## config.mk

```make
export PLATFORM = sky130hd
export DESIGN_NAME = instr_encoder_flat
export DESIGN_NICKNAME = d
export VERILOG_FILES = /design/src/rtl/instr_encoder_if.sv /design/src/rtl/instr_encoder.sv /design/src/flat_wrapper.sv
export SDC_FILE = /design/constraint.sdc
export NUM_CORES = 1
export LEC_CHECK = 0
export CORE_MARGIN = 5
export CORE_UTILIZATION = 40
export DETAILED_ROUTE_END_ITERATION = 10
export HOLD_SLACK_MARGIN = 0.06
export PLACE_DENSITY_LB_ADDON = 0.25
export SLEW_MARGIN = 20
export SYNTH_ARGS = -nofsm -noshare
export SYNTH_HDL_FRONTEND = slang
export SYNTH_SLANG_ARGS = --single-unit
export TNS_END_PERCENT = 50
```

## constraint.sdc

```tcl
create_clock -name clk -period 2.6 [get_ports clk]
set_input_delay 0.52 -clock clk [delete_from_list [all_inputs] [get_ports clk]]
set_output_delay 0.52 -clock clk [all_outputs]
set_load 0.05 [all_outputs]
```

## src/rtl/instr_encoder_if.sv

```systemverilog
// Handshake bundle between the command source and instr_encoder.
// master = command source / memory side, slave = encoder.
// Carries the run control, the instruction beat channel and the memory write channel.
interface instr_encoder_if #(
  parameter int ADDR_W = 8
);
  // run control
  logic              start;
  logic [ADDR_W-1:0] base_addr;
  logic [ADDR_W:0]   len;
  logic              busy;
  logic              done;
  logic              err;
  // instruction beat channel
  logic              in_valid;
  logic              in_ready;
  logic [4:0]        in_mnem;
  logic [4:0]        in_rs;
  logic [4:0]        in_rt;
  logic [4:0]        in_rd;
  logic [4:0]        in_shamt;
  logic [25:0]       in_imm;
  // instruction-memory write channel
  logic              wr_en;
  logic              mem_ready;
  logic [ADDR_W-1:0] wr_addr;
  logic [31:0]       wr_data;

  modport master (
    output start, base_addr, len,
    output in_valid, in_mnem, in_rs, in_rt, in_rd, in_shamt, in_imm,
    output mem_ready,
    input  in_ready, wr_en, wr_addr, wr_data, busy, done, err
  );

  modport slave (
    input  start, base_addr, len,
    input  in_valid, in_mnem, in_rs, in_rt, in_rd, in_shamt, in_imm,
    input  mem_ready,
    output in_ready, wr_en, wr_addr, wr_data, busy, done, err
  );
endinterface

```

## src/rtl/instr_encoder.sv

```systemverilog
// Symbolic MIPS instruction -> 32-bit word encoder that loads words into instruction memory.
// Latency: beat accepted at edge N appears on wr_en/wr_addr/wr_data from cycle N+1.
// Backpressure: one-entry output register; in_ready drops while a write is stalled by mem_ready.
module instr_encoder #(
  parameter int ADDR_W = 8
) (
  input  logic            clk,
  input  logic            reset,
  instr_encoder_if.slave  bus
);

  typedef enum logic [1:0] {S_IDLE, S_RUN, S_DONE} state_t;

  localparam logic [ADDR_W:0] IDX_ONE = {{ADDR_W{1'b0}}, 1'b1};

  state_t            r_state;
  state_t            w_state_nxt;
  logic [ADDR_W-1:0] r_base;
  logic [ADDR_W:0]   r_len;
  logic [ADDR_W:0]   r_idx;      // beats accepted so far in this run
  logic              r_wr_en;
  logic [ADDR_W-1:0] r_wr_addr;
  logic [31:0]       r_wr_data;
  logic              r_err;

  logic              w_in_ready;
  logic              w_accept;
  logic              w_fire;
  logic              w_last;
  logic [31:0]       w_word;
  logic              w_illegal;
  logic [4:0]        w_rs;
  logic [4:0]        w_rt;
  logic [4:0]        w_rd;
  logic [4:0]        w_sh;
  logic [15:0]       w_imm16;

  assign w_rs    = bus.in_rs;
  assign w_rt    = bus.in_rt;
  assign w_rd    = bus.in_rd;
  assign w_sh    = bus.in_shamt;
  assign w_imm16 = bus.in_imm[15:0];

  // A new beat may enter in the same cycle the held write drains.
  assign w_in_ready = (r_state == S_RUN) && (r_idx < r_len) && (!r_wr_en || bus.mem_ready);
  assign w_accept   = bus.in_valid && w_in_ready;
  assign w_fire     = r_wr_en && bus.mem_ready;
  // The output register holds at most one write, so the run ends when the
  // write draining with every beat already accepted completes.
  assign w_last     = w_fire && (r_idx == r_len);

  // Assemble the instruction word; only the fields each format uses reach the word.
  always_comb begin
    w_word    = 32'h0000_0000;
    w_illegal = 1'b0;
    case (bus.in_mnem)
      5'd0:  w_word = {6'b000000, w_rs, w_rt, w_rd, 5'd0, 6'b100000};
      5'd1:  w_word = {6'b000000, w_rs, w_rt, w_rd, 5'd0, 6'b100001};
      5'd2:  w_word = {6'b000000, w_rs, w_rt, w_rd, 5'd0, 6'b100010};
      5'd3:  w_word = {6'b000000, w_rs, w_rt, w_rd, 5'd0, 6'b100011};
      5'd4:  w_word = {6'b000000, w_rs, w_rt, w_rd, 5'd0, 6'b100100};
      5'd5:  w_word = {6'b000000, w_rs, w_rt, w_rd, 5'd0, 6'b100101};
      5'd6:  w_word = {6'b000000, w_rs, w_rt, w_rd, 5'd0, 6'b100110};
      5'd7:  w_word = {6'b000000, w_rs, w_rt, w_rd, 5'd0, 6'b100111};
      5'd8:  w_word = {6'b000000, w_rs, w_rt, w_rd, 5'd0, 6'b101010};
      5'd9:  w_word = {6'b000000, w_rs, w_rt, w_rd, 5'd0, 6'b101011};
      5'd10: w_word = {6'b000000, 5'd0, w_rt, w_rd, w_sh, 6'b000000};
      5'd11: w_word = {6'b000000, 5'd0, w_rt, w_rd, w_sh, 6'b000010};
      5'd12: w_word = {6'b000000, 5'd0, w_rt, w_rd, w_sh, 6'b000011};
      5'd13: w_word = {6'b000000, w_rs, 5'd0, 5'd0, 5'd0, 6'b001000};
      5'd14: w_word = {6'b000000, w_rs, 5'd0, w_rd, 5'd0, 6'b001001};
      5'd15: w_word = {6'b100011, w_rs, w_rt, w_imm16};
      5'd16: w_word = {6'b101011, w_rs, w_rt, w_imm16};
      5'd17: w_word = {6'b001111, 5'd0, w_rt, w_imm16};
      5'd18: w_word = {6'b001000, w_rs, w_rt, w_imm16};
      5'd19: w_word = {6'b001001, w_rs, w_rt, w_imm16};
      5'd20: w_word = {6'b001100, w_rs, w_rt, w_imm16};
      5'd21: w_word = {6'b001010, w_rs, w_rt, w_imm16};
      5'd22: w_word = {6'b001011, w_rs, w_rt, w_imm16};
      5'd23: w_word = {6'b000100, w_rs, w_rt, w_imm16};
      5'd24: w_word = {6'b000101, w_rs, w_rt, w_imm16};
      5'd25: w_word = {6'b000110, w_rs, 5'd0, w_imm16};
      5'd26: w_word = {6'b000111, w_rs, 5'd0, w_imm16};
      5'd27: w_word = {6'b000001, w_rs, 5'd0, w_imm16};
      5'd28: w_word = {6'b000010, bus.in_imm};
      5'd29: w_word = {6'b000011, bus.in_imm};
      default: begin
        w_word    = 32'h0000_0000;
        w_illegal = 1'b1;
      end
    endcase
  end

  // State register.
  always_ff @(posedge clk) begin
    if (reset) r_state <= S_IDLE;
    else       r_state <= w_state_nxt;
  end

  // Next-state: empty runs go straight to DONE; DONE lasts exactly one cycle.
  always_comb begin
    w_state_nxt = r_state;
    case (r_state)
      S_IDLE: begin
        if (bus.start) w_state_nxt = (bus.len == '0) ? S_DONE : S_RUN;
      end
      S_RUN: begin
        if (w_last) w_state_nxt = S_DONE;
      end
      S_DONE:  w_state_nxt = S_IDLE;
      default: w_state_nxt = S_IDLE;
    endcase
  end

  // Run parameters, beat counter, output write register and sticky error.
  always_ff @(posedge clk) begin
    if (reset) begin
      r_base    <= '0;
      r_len     <= '0;
      r_idx     <= '0;
      r_wr_en   <= 1'b0;
      r_wr_addr <= '0;
      r_wr_data <= '0;
      r_err     <= 1'b0;
    end else begin
      if (r_state == S_IDLE && bus.start) begin
        r_base <= bus.base_addr;
        r_len  <= bus.len;
        r_idx  <= '0;
        r_err  <= 1'b0;
      end
      if (w_accept) begin
        r_wr_en   <= 1'b1;
        r_wr_addr <= r_base + r_idx[ADDR_W-1:0];
        r_wr_data <= w_word;
        r_idx     <= r_idx + IDX_ONE;
        if (w_illegal) r_err <= 1'b1;
      end else if (w_fire) begin
        r_wr_en <= 1'b0;
      end
    end
  end

  assign bus.in_ready = w_in_ready;
  assign bus.wr_en    = r_wr_en;
  assign bus.wr_addr  = r_wr_addr;
  assign bus.wr_data  = r_wr_data;
  assign bus.busy     = (r_state == S_RUN);
  assign bus.done     = (r_state == S_DONE);
  assign bus.err      = r_err;

endmodule

```

## src/flat_wrapper.sv

```systemverilog
// flat-port wrapper written by rule: the top's interface ports become plain ports
module instr_encoder_flat 
#(
  parameter int ADDR_W = 8
)
  (clk, reset, bus_start, bus_base_addr, bus_len, bus_in_valid, bus_in_mnem, bus_in_rs, bus_in_rt, bus_in_rd, bus_in_shamt, bus_in_imm, bus_mem_ready, bus_in_ready, bus_wr_en, bus_wr_addr, bus_wr_data, bus_busy, bus_done, bus_err);
  instr_encoder_if #(.ADDR_W(ADDR_W)) bus_i ();
  input  logic clk;
  input  logic reset;
  input wire logic [$bits(bus_i.start)-1:0] bus_start;
  input wire logic [$bits(bus_i.base_addr)-1:0] bus_base_addr;
  input wire logic [$bits(bus_i.len)-1:0] bus_len;
  input wire logic [$bits(bus_i.in_valid)-1:0] bus_in_valid;
  input wire logic [$bits(bus_i.in_mnem)-1:0] bus_in_mnem;
  input wire logic [$bits(bus_i.in_rs)-1:0] bus_in_rs;
  input wire logic [$bits(bus_i.in_rt)-1:0] bus_in_rt;
  input wire logic [$bits(bus_i.in_rd)-1:0] bus_in_rd;
  input wire logic [$bits(bus_i.in_shamt)-1:0] bus_in_shamt;
  input wire logic [$bits(bus_i.in_imm)-1:0] bus_in_imm;
  input wire logic [$bits(bus_i.mem_ready)-1:0] bus_mem_ready;
  output wire logic [$bits(bus_i.in_ready)-1:0] bus_in_ready;
  output wire logic [$bits(bus_i.wr_en)-1:0] bus_wr_en;
  output wire logic [$bits(bus_i.wr_addr)-1:0] bus_wr_addr;
  output wire logic [$bits(bus_i.wr_data)-1:0] bus_wr_data;
  output wire logic [$bits(bus_i.busy)-1:0] bus_busy;
  output wire logic [$bits(bus_i.done)-1:0] bus_done;
  output wire logic [$bits(bus_i.err)-1:0] bus_err;
  assign bus_i.start = bus_start;
  assign bus_i.base_addr = bus_base_addr;
  assign bus_i.len = bus_len;
  assign bus_i.in_valid = bus_in_valid;
  assign bus_i.in_mnem = bus_in_mnem;
  assign bus_i.in_rs = bus_in_rs;
  assign bus_i.in_rt = bus_in_rt;
  assign bus_i.in_rd = bus_in_rd;
  assign bus_i.in_shamt = bus_in_shamt;
  assign bus_i.in_imm = bus_in_imm;
  assign bus_i.mem_ready = bus_mem_ready;
  assign bus_in_ready = bus_i.in_ready;
  assign bus_wr_en = bus_i.wr_en;
  assign bus_wr_addr = bus_i.wr_addr;
  assign bus_wr_data = bus_i.wr_data;
  assign bus_busy = bus_i.busy;
  assign bus_done = bus_i.done;
  assign bus_err = bus_i.err;
  instr_encoder #(.ADDR_W(ADDR_W)) u_core (.clk(clk), .reset(reset), .bus(bus_i));
endmodule
```

-- Word level (Yosys, flattened, before mapping)
Index checks and enable logic that the tools add are counted.
- register bits: 70
- bits in latches: 0
- bits in writable memories: 0
- bits in read-only memories: 0
- input bits: 73
- output and inout port bits: 45
- memories: 0
- add/sub/neg operators: 2
- multipliers: 0
- div/mod/pow operators: 0
- magnitude comparators: 1
- equality and inequality tests: 34
- shift-type cells: 0
- mux-type cells: 12
- bitwise gates (word level): 0
- reduce and logical (&&, ||, !) cells: 15
- operator list (operator ; number):
    $pmux 32 s30 ; 1
    $eq 5x5->1 const B ; 14
    $eq 5x4->1 const B ; 8
    $reduce_or 30->1 ; 1
    $eq 5x3->1 const B ; 4
    $mux 9 ; 2
    $eq 5x2->1 const B ; 2
    $add 9x1->9 const B ; 1
    $eq 9x9->1 ; 1
    $logic_not 9->1 ; 1
    $lt 9x9->1 ; 1
    $add 8x8->8 ; 1
    $logic_and 1x1->1 ; 6
    $mux 2 ; 3
    $eq 5x1->1 const B ; 1
    $logic_not 5->1 ; 1
    $mux 1 ; 5
    $pmux 2 s2 ; 1
    $reduce_bool 2->1 ; 2
    $eq 2x1->1 const B ; 1
    $eq 2x2->1 const B ; 1
    $logic_not 2->1 ; 1
    $ne 2x1->1 const B ; 1
    $ne 2x2->1 const B ; 1
    other kinds (3) ; 3

-- Depth between registers and ports, before layout
- depth in word-level cells: 5
- depth in mapped cells: 9
- mapped depth without buffers: 8

-- Worst setup path after synthesis
No wires, ideal clock.
- path kind: reg2out
- start: register u_core.r_idx[4]
- end: output port bus_in_ready
- arrival time: 1.866 ns
- data required time: 2.080 ns
- slack: 0.214 ns
- cell stages (with the launch flop): 8
- buffers on the path: 2
- path through: dfxtp_1 -> ha_1 -> a211oi_1 -> nand2_1 -> o21ai_1 -> buf_2 -> buf_2 -> and2_1
- cells in the longest elaborated chain, start to end: 3
- ends and longest elaborated chain (element ; line ; text):
    start: declaration ; instr_encoder.sv:20 ; logic [ADDR_W:0] r_idx;
    start signal: assignment ; instr_encoder.sv:136 ; r_idx <= r_idx + IDX_ONE;
    $lt 9x9->1 ; instr_encoder.sv:45 ; assign w_in_ready = (r_state == S_RUN) && (r_idx < r_len) && (!r_wr_en || bus.mem_ready);
    $logic_and 1x1->1 (2 in a row) ; instr_encoder.sv:45 ;
    end: declaration ; flat_wrapper.sv:21 ; output wire logic [$bits(bus_i.in_ready)-1:0] bus_in_ready;
No other way between the ends.

-- Worst setup path after layout
Ends and elaborated chain as after synthesis.

==> impl_metrics.csv <==
group,metric,value,unit
critical_path,path_max_fanout,6,
grt,first_global_vias,3832,
critical_path,critPathCaptureType,"primary output",
grt,gr-total-overflow,0,
critical_path,r2r_end,"u_core.bus.wr_addr[5]$_SDFFE_PP0P_",
placement,post-place-ws,167.8,ps
drt,routedWlPerCell,15.88,um
placement,io_buffers,116,
grt,grt_max_degree,47,
critical_path,reg2reg_depth,7,
sta,worst_slack,138.8,ps
drt,first_iter_violations,187,
yosys,synth-async-reset-ratio,0,%
critical_path,startpoint,"u_core.r_idx[4]$_SDFFE_PP0P_",
run_status,status,"complete, no violations",
finish,layout_common_cells,"clkdlybuf4s50_1 (114), a21oi_1 (70), dfxtp_1 (68)",
critical_path,endpoint,"bus_in_ready",
clock_network,cts.clk_slew.worst_paths,80,ps
clock_network,cts_tree,"yes",
critical_path,path_class,"flip-flop to primary output",
yosys,syn_area,3829,um^2
drt,vias,3946,
yosys,yosysWarningCount,0,
clock_network,clk_path_buf_depth,2,
clock_network,cts.sinks,69,
yosys,synth_seq_cells,69,
grt,grt_pass1_wl,18.46,mm
yosys,synth_top_area_cell,"dfxtp_1",
placement,place_congestion,0.8773,
finish,diodes,0,
power_and_ir_drop,p_total,2941,uW
drt,drtAntennaViolNets,0,
critical_path,cp.arrival,1940,ps
min_path,min_path_type,"flip-flop to flip-flop",
placement,hpwl,8.357,mm
grt,grt_usage,19.57,%
drt,detail_route.vias_per_cell,5.488,
drt,firstDrtPassIters,4,
finish,drive_gt1_share,7.966,%
yosys,synth.distinct_cells,59,
finish,layout_commonest_cell,"clkdlybuf4s50_1",
power_and_ir_drop,powerDensity,549.2,nW/um^2
sta,setup_violations,0,
sta,period_minus_slack,2461,ps
finish,fillCellCount,884,
grt,antenna_found_initial,0,
critical_path,reg2reg_slack,500,ps
sta,tns,0,ps
drt,drc,0,
sta,hold_slack,462.8,ps
finish,fin_nets,676,
yosys,syn_avg_cell_area,7.993,um^2
critical_path,worstSetupStartpointType,"flip-flop",
power_and_ir_drop,ir_drop,0.2397,mV
yosys,synth_edf_count,0,
die,dieWidth,107.8,um
min_path,hold_depth,2,
die,rows,35,
sta,slew_violations,0,
yosys,synth_top_area_share,36.08,%
clock_network,cts_setup_buffers,0,
sta,clock_skew,11.53,ps
clock_network,worstSkewPairLatency,350,ps
sta,tightest_slew,558.2,ps
die,die_h,107.8,um
yosys,ys.flop_type,"dfxtp_1",
sta,finalCritPeriodShare,94.66,%
finish,syn_to_final_growth,39.87,%
run,maxCapViolations,0,
sta,hold_viol,0,
die,core_area,9284,um^2
die,die-area,11630,um^2
sta,slew_headroom,62.67,%
die,ios,118,
power_and_ir_drop,p_leak,0.001886,uW
critical_path,worst_r2r_startpoint,"u_core.r_idx[4]$_SDFFE_PP0P_",
sta,max_clock_freq,406.3,MHz
yosys,synthesis.nets,570,
yosys,synth.area.top_cells,"dfxtp_1 (36%), a21oi_1 (9.2%), nand2_1 (5.8%)",
clock_network,numCtsBuffers,9,
die,initial_core_util,41.24,%
yosys,synthCells,479,
critical_path,critPathRequiredTime,2080,ps
clock_network,htreeDepth,3,
sta,grt_setup_unrepaired,"no",
yosys,seq_area_frac_synth,36.08,%
clock_network,cts_root_buf,"clkbuf_8",
drt,routed_wirelength,11.42,mm
==> kinds of logic (layout without fill, tap and decap cells) <==
kind of cell / count (synthesis) / count (layout) / synth area share [%]
simple gates: 146 / 146 / 18.76
flops: 69 / 69 / 36.08
buf+inv: 59 / 170 / 7.059
fa+ha+maj: 19 / 19 / 6.340
mux: 2 / 2 / 0.5229
other cells: 1 / 1 / 0.09795
xor+xnor: 5 / 5 / 1.144
compound gates: 178 / 178 / 30.00
==> cell usage after synthesis (all sizes together) (2+ instances only) <==
master	n
xor2	2
mux2i	2
nand2	59
dfxtp	69
nand4	5
nor4	2
or3	2
nor2b	10
ha	17
nor3	7
nor2	14
xnor2	3
nor3b	6
nand3	18
a211oi	22
and2	3
buf	22
a21boi	3
clkbuf	16
a32o	2
o31ai	2
a311oi	8
or4	3
o41ai	6
a211o	2
inv	21
a21oi	70
o21a	2
o21ai	26
o22ai	2
and3	4
a22oi	15
o211ai	7
nand2b	12
==> power by group <==
group	internal [uW]	switching (uW)	leakage, uW
Clock	565	432	0.000112
Combinational	324	471	0.00121
Sequential	1120	34.2	0.000562
==> repair_timing <==
item,in CTS,in global routing
resized for setup,0,1
setup endpoints to repair,0,1
hold buffers,0,0
==> flip-flops by register name (all words and copies together) (netlist names) <==
signal              cells
u_core.r_state          2
u_core.r_idx            9
u_core.bus.wr_data     31
u_core.r_base           8
u_core.r_len            9
u_core.bus.err          1
u_core.bus.wr_en        1
u_core.bus.wr_addr      8
==> worst min path at each step <==
stage                                   from                       endpoint  slack (ps)
6_report        u_core.r_len[3]$_SDFFE_PP0P_   u_core.r_len[3]$_SDFFE_PP0P_         460
4_1_cts        u_core.r_base[4]$_SDFFE_PP0P_  u_core.r_base[4]$_SDFFE_PP0P_         460
5_1_grt         u_core.r_len[7]$_SDFFE_PP0P_   u_core.r_len[7]$_SDFFE_PP0P_         480
3_5_place_dp    u_core.r_len[3]$_SDFFE_PP0P_   u_core.r_len[3]$_SDFFE_PP0P_         450
2_1_floorplan   u_core.r_len[1]$_SDFFE_PP0P_   u_core.r_len[1]$_SDFFE_PP0P_         440
3_3_place_gp       u_core.bus.err$_SDFF_PP0_      u_core.bus.err$_SDFF_PP0_         440
==> per-layer routing <==
| layer | share of wire, % | up-vias | GRT usage [%] |
|---|---|---|---|
| met2 | 48 | 116 | 32.42 |
| li1 | - | 1968 | - |
| met5 | 0 | - | 0 |
| met4 | 1.4 | 0 | 6.853 |
| met3 | 4.9 | 14 | 2.999 |
| met1 | 46 | 1848 | 25.78 |
==> final cells by class <==
class / count / area (um^2) / area share (%)
clock buffer: 10 / 137.6 / 2.570
clock inverter: 6 / 86.33 / 1.612
inverter: 21 / 78.83 / 1.472
multi-input combinational: 351 / 2190 / 40.89
sequential: 69 / 1383 / 25.82
tap: 129 / 161.4 / 3.014
timing repair buffer: 133 / 1319 / 24.63
==> stage by stage <==
stage / utilization [%] / instances / instance area, um^2
6_report: 57.68 / 719 / 5355
5_1_grt: 57.68 / 719 / 5355
4_1_cts: 57.67 / 719 / 5354
3_5_place_dp: 55.26 / 703 / 5130
3_3_place_gp: 55.26 / 703 / 5130
2_1_floorplan: - / 479 / 3829
==> worst max-delay path, cell delays in order, from the launching register on <==
cell and delay, ps:
dfxtp_2 370, ha_1 320, a211oi_1 240, nand2_1 140, o21ai_4 170, and2_1 200
buf_12 150
Power figures use the tool's default switching activity.
==> RTL edit, RTL diff (same settings) <==
The 3 states of `state_t` get a one-hot encoding in 3 bits.
--- a/src/rtl/instr_encoder.sv
+++ b/src/rtl/instr_encoder.sv
@@ -10,5 +10,5 @@
 );
 
-  typedef enum logic [1:0] {S_IDLE, S_RUN, S_DONE} state_t;
+  typedef enum logic [2:0] {S_IDLE = 3'b001, S_RUN = 3'b010, S_DONE = 3'b100} state_t;
 
   localparam logic [ADDR_W:0] IDX_ONE = {{ADDR_W{1'b0}}, 1'b1};
Check against the original RTL: same outputs for any inputs over 10 cycles, from zero or initial values and one cycle with reset high; not proved beyond that.
==> RTL edit against the original RTL <==
Final cell count is 2.4% higher. Sequential cell count is 1 higher. Total power is 13% lower. Routed wire length is 3.8% higher. Non-clock buffer count is 4 higher. Largest cell class unchanged. Worst hold slack worse by 0.00057 ns. Synthesized area is 3.6% higher. Design area is 2.7% higher. Setup slack worse by 0.016 ns.
==> RTL edit: results (changes against the original RTL) <==
post-DP HPWL 8740 µm (+4.6%); DR pass1 iterations 5 (+1); met2 GRT Util 31.8% (-0.59 points); most common library cells after synthesis 70 x dfxtp_1, 67 x a21oi_1, 58 x nand2_1; reg-to-reg setup timing slack 0.55 ns (+0.05 ns); Slew HR 58.3% (-4.4 points); nonclk inv count 18 (-14%); dpl cell area 5280 µm² (+3.0%); post-route cell area 5500 µm² (+2.7%); CTS Sinks 70 (+1.4%); Fin Hold WS 0.462 ns (-0.000566 ns); drt initial violations 212 (+13%); post-synthesis adder-cell area fraction 5.87% (-0.47 points); first-pass GRT wire length 18800 µm (+1.9%); largest net degree at the start of global routing 33 (-30%); Cells after DPL 721 (+2.6%); clock buffers 12 (+2); Fin Clk Skew 0.00818 ns (-0.00336 ns); met1 Use GR 25.7% (-0.093 points); Final Critical Period 2.48 ns (+0.0158 ns); crit path max-delay cell type dfxtp_1; area of the multi-input gates 2310 µm² (+5.3%); grt met3 use 4.11% (+1.1 points); status finished clean; VDD IR max 0.000260 V (+8.4%)
[RTL edit: final timing paths]
path,from,to,cells past startpoint
max,u_core.r_idx[6],bus_in_ready,6
min reg2reg,u_core.r_len[2],u_core.r_len[2],2
min,u_core.r_len[2],u_core.r_len[2],2
max reg2reg,u_core.r_idx[5],u_core.r_idx[2],7
[RTL edit: timing repair]
item / CTS / global route
gates resized for setup: 0 / 2
endpoints found under the setup margin: 0 / 1
endpoints found under the hold margin: 0 / 0
[RTL edit: power by group through the flow]
stage | Sequential [mW] | Combinational [mW] | Clock (mW)
after floorplan | 1.16 | 0.277 | 0
after CTS | 1.12 | 0.523 | 0.945
after global routing | 1.12 | 0.573 | 0.987
after global placement | 1.14 | 0.513 | 0
final | 1.12 | 0.527 | 0.913
after detailed placement | 1.14 | 0.520 | 0
